$ cat config.mk
export PLATFORM = sky130hd
export DESIGN_NAME = fetch_unit
export DESIGN_NICKNAME = d
export VERILOG_FILES = /design/src/rtl/fetch_unit.sv
export SDC_FILE = /design/constraint.sdc
export NUM_CORES = 1
export LEC_CHECK = 0
export ABC_CLOCK_PERIOD_IN_PS = 37200
export BUFFER_PORTS_ARGS = -buffer_cell sky130_fd_sc_hd__buf_2
export CORE_ASPECT_RATIO = 0.8
export CORE_MARGIN = 2
export CORE_UTILIZATION = 35
export CTS_CLUSTER_DIAMETER = 100
export DETAILED_ROUTE_END_ITERATION = 10
export GPL_ROUTABILITY_DRIVEN = 0
export PLACE_DENSITY = 0.63
export SLEW_MARGIN = 20
export SYNTH_ARGS = -nofsm -noshare
export SYNTH_HDL_FRONTEND = slang
export SYNTH_SLANG_ARGS = --single-unit
$ cat constraint.sdc
create_clock -name clk -period 37.2 [get_ports clk]
set_input_delay 7.44 -clock clk [delete_from_list [all_inputs] [get_ports clk]]
set_output_delay 7.44 -clock clk [all_outputs]
set_load 0.02 [all_outputs]
$ cat src/rtl/fetch_unit.sv
// Instruction fetch front end: issues word-aligned requests under a credit cap,
// matches in-order responses to their PCs and buffers them for IF/ID.
module fetch_unit #(
  parameter logic [31:0] RESET_PC = 32'h0000_0000,
  parameter int unsigned DEPTH    = 4
) (
  input  logic        clk,
  input  logic        reset,
  output logic        imem_req,
  output logic [31:0] imem_addr,
  input  logic        imem_ready,
  input  logic        imem_rvalid,
  input  logic [31:0] imem_rdata,
  input  logic        stall_i,
  input  logic        redirect_i,
  input  logic [31:0] redirect_pc_i,
  output logic        inst_valid_o,
  output logic [31:0] pc_o,
  output logic [31:0] inst_o
);

  localparam int unsigned PW = (DEPTH > 1) ? $clog2(DEPTH) : 1;
  localparam int unsigned CW = PW + 1;
  localparam int unsigned SW = CW + 1;

  logic [31:0]   fetch_pc_q, fetch_pc_d;
  logic [CW-1:0] count_q, count_d;
  logic [CW-1:0] pending_q, pending_d;
  logic [CW-1:0] discard_q, discard_d;
  logic [PW-1:0] head_q, head_d;
  logic [PW-1:0] tail_q, tail_d;
  logic [PW-1:0] pq_wr_q, pq_wr_d;
  logic [PW-1:0] pq_rd_q, pq_rd_d;

  logic [31:0] fifo_pc_q   [DEPTH];
  logic [31:0] fifo_inst_q [DEPTH];
  logic [31:0] pcq_q       [DEPTH];

  logic [SW-1:0] credit_occ;
  logic          credit_ok;
  logic          issue;
  logic          resp;
  logic          pop;
  logic          push;

  // Credits come from registered state only; dropped in-flight requests do not
  // hold a buffer slot but still occupy a PC-queue entry.
  assign credit_occ = SW'(count_q) + SW'(pending_q) - SW'(discard_q);
  assign credit_ok  = (credit_occ < SW'(DEPTH)) && (pending_q < CW'(DEPTH));
  assign imem_req   = !reset && !redirect_i && credit_ok;
  assign issue      = imem_req && imem_ready;
  assign resp       = imem_rvalid && (pending_q != '0);
  assign pop        = (count_q != '0) && !stall_i;

  assign imem_addr    = fetch_pc_q;
  assign inst_valid_o = (count_q != '0);
  assign pc_o         = fifo_pc_q[head_q];
  assign inst_o       = fifo_inst_q[head_q];

  // Next-state: redirect flushes and re-targets, otherwise issue/respond/pop.
  always_comb begin
    fetch_pc_d = fetch_pc_q;
    count_d    = count_q;
    pending_d  = pending_q;
    discard_d  = discard_q;
    head_d     = head_q;
    tail_d     = tail_q;
    pq_wr_d    = pq_wr_q;
    pq_rd_d    = pq_rd_q;
    push       = 1'b0;

    if (redirect_i) begin
      fetch_pc_d = redirect_pc_i & 32'hFFFF_FFFC;
      count_d    = '0;
      head_d     = '0;
      tail_d     = '0;
      pending_d  = pending_q - CW'(resp);
      discard_d  = pending_d;
      pq_rd_d    = pq_rd_q + PW'(resp);
    end else begin
      if (issue) begin
        fetch_pc_d = fetch_pc_q + 32'd4;
        pq_wr_d    = pq_wr_q + PW'(1);
      end
      if (resp) begin
        pq_rd_d = pq_rd_q + PW'(1);
        if (discard_q != '0) begin
          discard_d = discard_q - CW'(1);
        end else begin
          push = 1'b1;
        end
      end
      if (pop) begin
        head_d = head_q + PW'(1);
      end
      if (push) begin
        tail_d = tail_q + PW'(1);
      end
      pending_d = pending_q + CW'(issue) - CW'(resp);
      count_d   = count_q + CW'(push) - CW'(pop);
    end
  end

  always_ff @(posedge clk or posedge reset) begin
    if (reset) begin
      fetch_pc_q <= RESET_PC;
      count_q    <= '0;
      pending_q  <= '0;
      discard_q  <= '0;
      head_q     <= '0;
      tail_q     <= '0;
      pq_wr_q    <= '0;
      pq_rd_q    <= '0;
      for (int unsigned i = 0; i < DEPTH; i++) begin
        fifo_pc_q[i]   <= '0;
        fifo_inst_q[i] <= '0;
        pcq_q[i]       <= '0;
      end
    end else begin
      fetch_pc_q <= fetch_pc_d;
      count_q    <= count_d;
      pending_q  <= pending_d;
      discard_q  <= discard_d;
      head_q     <= head_d;
      tail_q     <= tail_d;
      pq_wr_q    <= pq_wr_d;
      pq_rd_q    <= pq_rd_d;
      if (issue) begin
        pcq_q[pq_wr_q] <= fetch_pc_q;
      end
      if (push) begin
        fifo_pc_q[tail_q]   <= pcq_q[pq_rd_q];
        fifo_inst_q[tail_q] <= imem_rdata;
      end
    end
  end

endmodule

==> impl_metrics.env <==
export IMPL_clock_root_buffer="clkbuf_16"
export IMPL_worstPathRequired_ps=29760
export IMPL_fp_row_count=76
export IMPL_fp_coreArea_um2=53600
export IMPL_grt_usage_pct=16.3
export IMPL_start_kind="primary input"
export IMPL_p_int_w=0.00101
export IMPL_syn_area_per_cell_um2=15.1
export IMPL_max_slew_worst_pin_slew_ps=1110
export IMPL_drv_slew=0
export IMPL_grt_pass1_wl_mm=71.6
export IMPL_cts_made_buffers=46
export IMPL_tritoncts="yes"
export IMPL_yosysTopAreaCell="dfrtp_1"
export IMPL_r2r_start="pending_q[2]$_DFF_PP0_"
export IMPL_powerDensity_nw_per_um2=69.0
export IMPL_pwr_share_seq_pct=40.9
export IMPL_muxShareOfSynthArea_pct=33.1
export IMPL_min_path_cells=1
export IMPL_p_leak_nw=10.4
export IMPL_synth_xor_xnor_area_share_pct=1.02
export IMPL_synth_top_area_share_pct=54.9
export IMPL_drc=0
export IMPL_die_y_um=212
export IMPL_min_path_type="flop to flop"
export IMPL_wl_mm=44.4
export IMPL_path_max_fanout=61
export IMPL_via_per_inst=5.24
export IMPL_hold_viol=0
export IMPL_wl_per_cell_um=20.9
export IMPL_cts_setup_buffers=0
export IMPL_htreeDepth=2
export IMPL_critPathKind="primary input to primary output"
export IMPL_synth_seq_cells=415
export IMPL_synth_fa_ha_area_share_pct=1.81
export IMPL_grt_max_degree=120
export IMPL_synthDistinctLibCells=51
export IMPL_drt_iter0_markers=613
export IMPL_port_buffers=161
export IMPL_final_setup_viol_count=0
export IMPL_vias=11100
export IMPL_globalRouteOverflowTotal=0
export IMPL_postCtsHoldBufs=0
export IMPL_clk_pin_slew_ps=60
export IMPL_ios=168
export IMPL_synth_area_top_cells="dfrtp_1 (55%), mux2_2 (22%), mux4_2 (11%), ha_1 (1.4%), buf_2 (1.1%)"
export IMPL_hold_path_end="pcq_q[54]$_DFFE_PP0P_"
export IMPL_synth_edff_count=0
export IMPL_p_switching_w=0.000496
export IMPL_period_share_pct=42.6
export IMPL_synth_top_family_by_area="multiplexers"
export IMPL_yosysMostFrequentCell="dfrtp_1"
export IMPL_drive_above_1_share_pct=51.1
export IMPL_hpwlAfterDp_mm=27.4
export IMPL_syn_area_um2=18900
export IMPL_fin_skew_ps=35.8
export IMPL_post_route_min_period_ps=15850
export IMPL_die_w_um=264
export IMPL_synth_main_ff_cell="dfrtp_1"
export IMPL_dieArea_um2=55900
export IMPL_hp_start="pcq_q[54]$_DFFE_PP0P_"
export IMPL_cp_arrival_ps=8410
export IMPL_r2r_slack_ps=32640
export IMPL_clock_latency_ps=600
export IMPL_fin_nets=1481
export IMPL_area_delta_synth_final_pct=15.4
export IMPL_cts_resized=0
export IMPL_max_clock_freq_mhz=63.1
export IMPL_yosys_top_cells_count="dfrtp_1 (415), mux2_2 (370), mux4_2 (92)"
export IMPL_synth_compound_gate_area_share_pct=2.87
export IMPL_yosysWarnings=0
export IMPL_max_cap_viol_count=0
export IMPL_diodes=0
export IMPL_antenna_found_initial=0
export IMPL_tns_ps=0
export IMPL_power_frac_comb_pct=29.5
export IMPL_max_slew_margin_pct=26.1
export IMPL_synth_cells=1250
export IMPL_cts_buffer_depth=3
export IMPL_switching_share_pct=32.9
export IMPL_status="completed"
export IMPL_cp_end_kind="primary output"
export IMPL_rr_worst_depth=13
export IMPL_power_frac_clock_pct=29.6
export IMPL_postRouteAntennaNets=0
export IMPL_synthSimpleGateAreaFrac_pct=3.59
export IMPL_dr_pass1_iters=4
export IMPL_yosysSeqAreaShare_pct=54.9
export IMPL_vdd_drop_max_v=0.0000344
export IMPL_synthArstFlopShare_pct=100
export IMPL_grt_pass1_vias=12200
export IMPL_power_total_w=0.00151
export IMPL_reg2reg_to="pending_q[2]$_DFF_PP0_"
export IMPL_numClockSinks=415
export IMPL_rsz0062_at_grt="false"
export IMPL_start_util_pct=35.3
cell families after synthesis:
family | count (synthesis)
AO/OA/AOI/OAI | 74
multiplexers | 463
AND/OR/NAND/NOR | 133
buffers and inverters | 117
adder cells (fa/ha/maj) | 25
other | 1
flip-flops | 415
XOR/XNOR | 22
placed cells by master, fill, tap and decap left out, types with 4 or more instances in the layout:
master | synthesis | layout
and3_1 | 7 | 7
clkinv_2 | 0 | 9
o211ai_1 | 5 | 5
mux4_2 | 92 | 92
nor3_1 | 9 | 7
clkbuf_16 | 0 | 46
nand4_1 | 9 | 9
a22oi_1 | 7 | 7
a221o_1 | 4 | 4
or3_1 | 4 | 4
nor2_1 | 18 | 18
o311ai_0 | 13 | 13
nand2_1 | 42 | 38
and2_4 | 0 | 4
conb_1 | 1 | 4
o2111ai_1 | 4 | 4
xor2_1 | 11 | 11
xnor2_1 | 11 | 11
ha_1 | 21 | 21
nand2_2 | 0 | 4
clkbuf_8 | 0 | 7
inv_1 | 26 | 25
clkbuf_1 | 32 | 12
fa_1 | 4 | 4
a21oi_1 | 5 | 5
buf_2 | 43 | 161
dfrtp_1 | 415 | 412
buf_4 | 4 | 13
mux2_2 | 370 | 370
clkinv_4 | 0 | 4
o21ai_0 | 21 | 21
nand3_1 | 16 | 16
nor2b_1 | 4 | 4
worst max-delay path by stage:
stage | start | endpoint | cells past startpoint
after floorplan | reset | count_q[0]$_DFF_PP0_ | 1
after global placement | redirect_i | imem_req | 4
after detailed placement | redirect_i | imem_req | 4
after CTS | redirect_i | imem_req | 4
after global routing | redirect_i | imem_req | 4
final | redirect_i | imem_req | 4
worst max-delay path, stage by stage:
cell    delay, ps
buf_2         100
buf_4         290
nor4_1        330
buf_2         210
power groups by stage:
stage	sequential (W)	clock (W)	combinational, W
2_1_floorplan	0.000595	0	0.000339
3_3_place_gp	0.000617	0	0.000440
3_5_place_dp	0.000624	0	0.000451
4_1_cts	0.000617	0.000459	0.000453
5_1_grt	0.000631	0.000480	0.000484
6_report	0.000616	0.000445	0.000445
area by class of cell:
type,count,area (um^2)
Timing Repair Buffer,175,915
Fill cell,4985,31800
Clock buffer,65,1290
Sequential cell,415,10400
Tap cell,702,878
Clock inverter,19,181
Multi-Input combinational cell,721,8050
Inverter,27,109
through the flow:
| stage | hold slack, ps | setup slack [ps] | util, % | cell area, um^2 | std cells |
|---|---|---|---|---|---|
| after CTS | 501 | 21340 | 40.7 | 21800 | 2124 |
| after detailed placement | 487 | 21340 | 37.9 | 20300 | 2040 |
| after global routing | 507 | 21300 | 40.7 | 21800 | 2124 |
| after global placement | 483 | 21340 | 37.9 | 20300 | 2040 |
| after floorplan | 474 | 18210 | - | 18900 | 1253 |
| final | 499 | 21350 | 40.7 | 21800 | 2124 |
layer usage:
metal	GRT usage (%)	routed length, um	up-vias
li1	-	-	4900
met1	22.3	20300	5950
met2	26.5	21400	200
met3	3.15	1830	76
met4	4.70	961	0
met5	0	0	-
sequential cells by signal (all words and copies together), names as in the netlist:
name / count
pq_wr_q: 2
head_q: 2
count_q: 3
pq_rd_q: 2
fifo_pc_q: 120
tail_q: 2
fifo_inst_q: 128
discard_q: 3
pcq_q: 120
pending_q: 3
imem_addr: 30
Note: power is estimated with default switching activity, not from simulation.
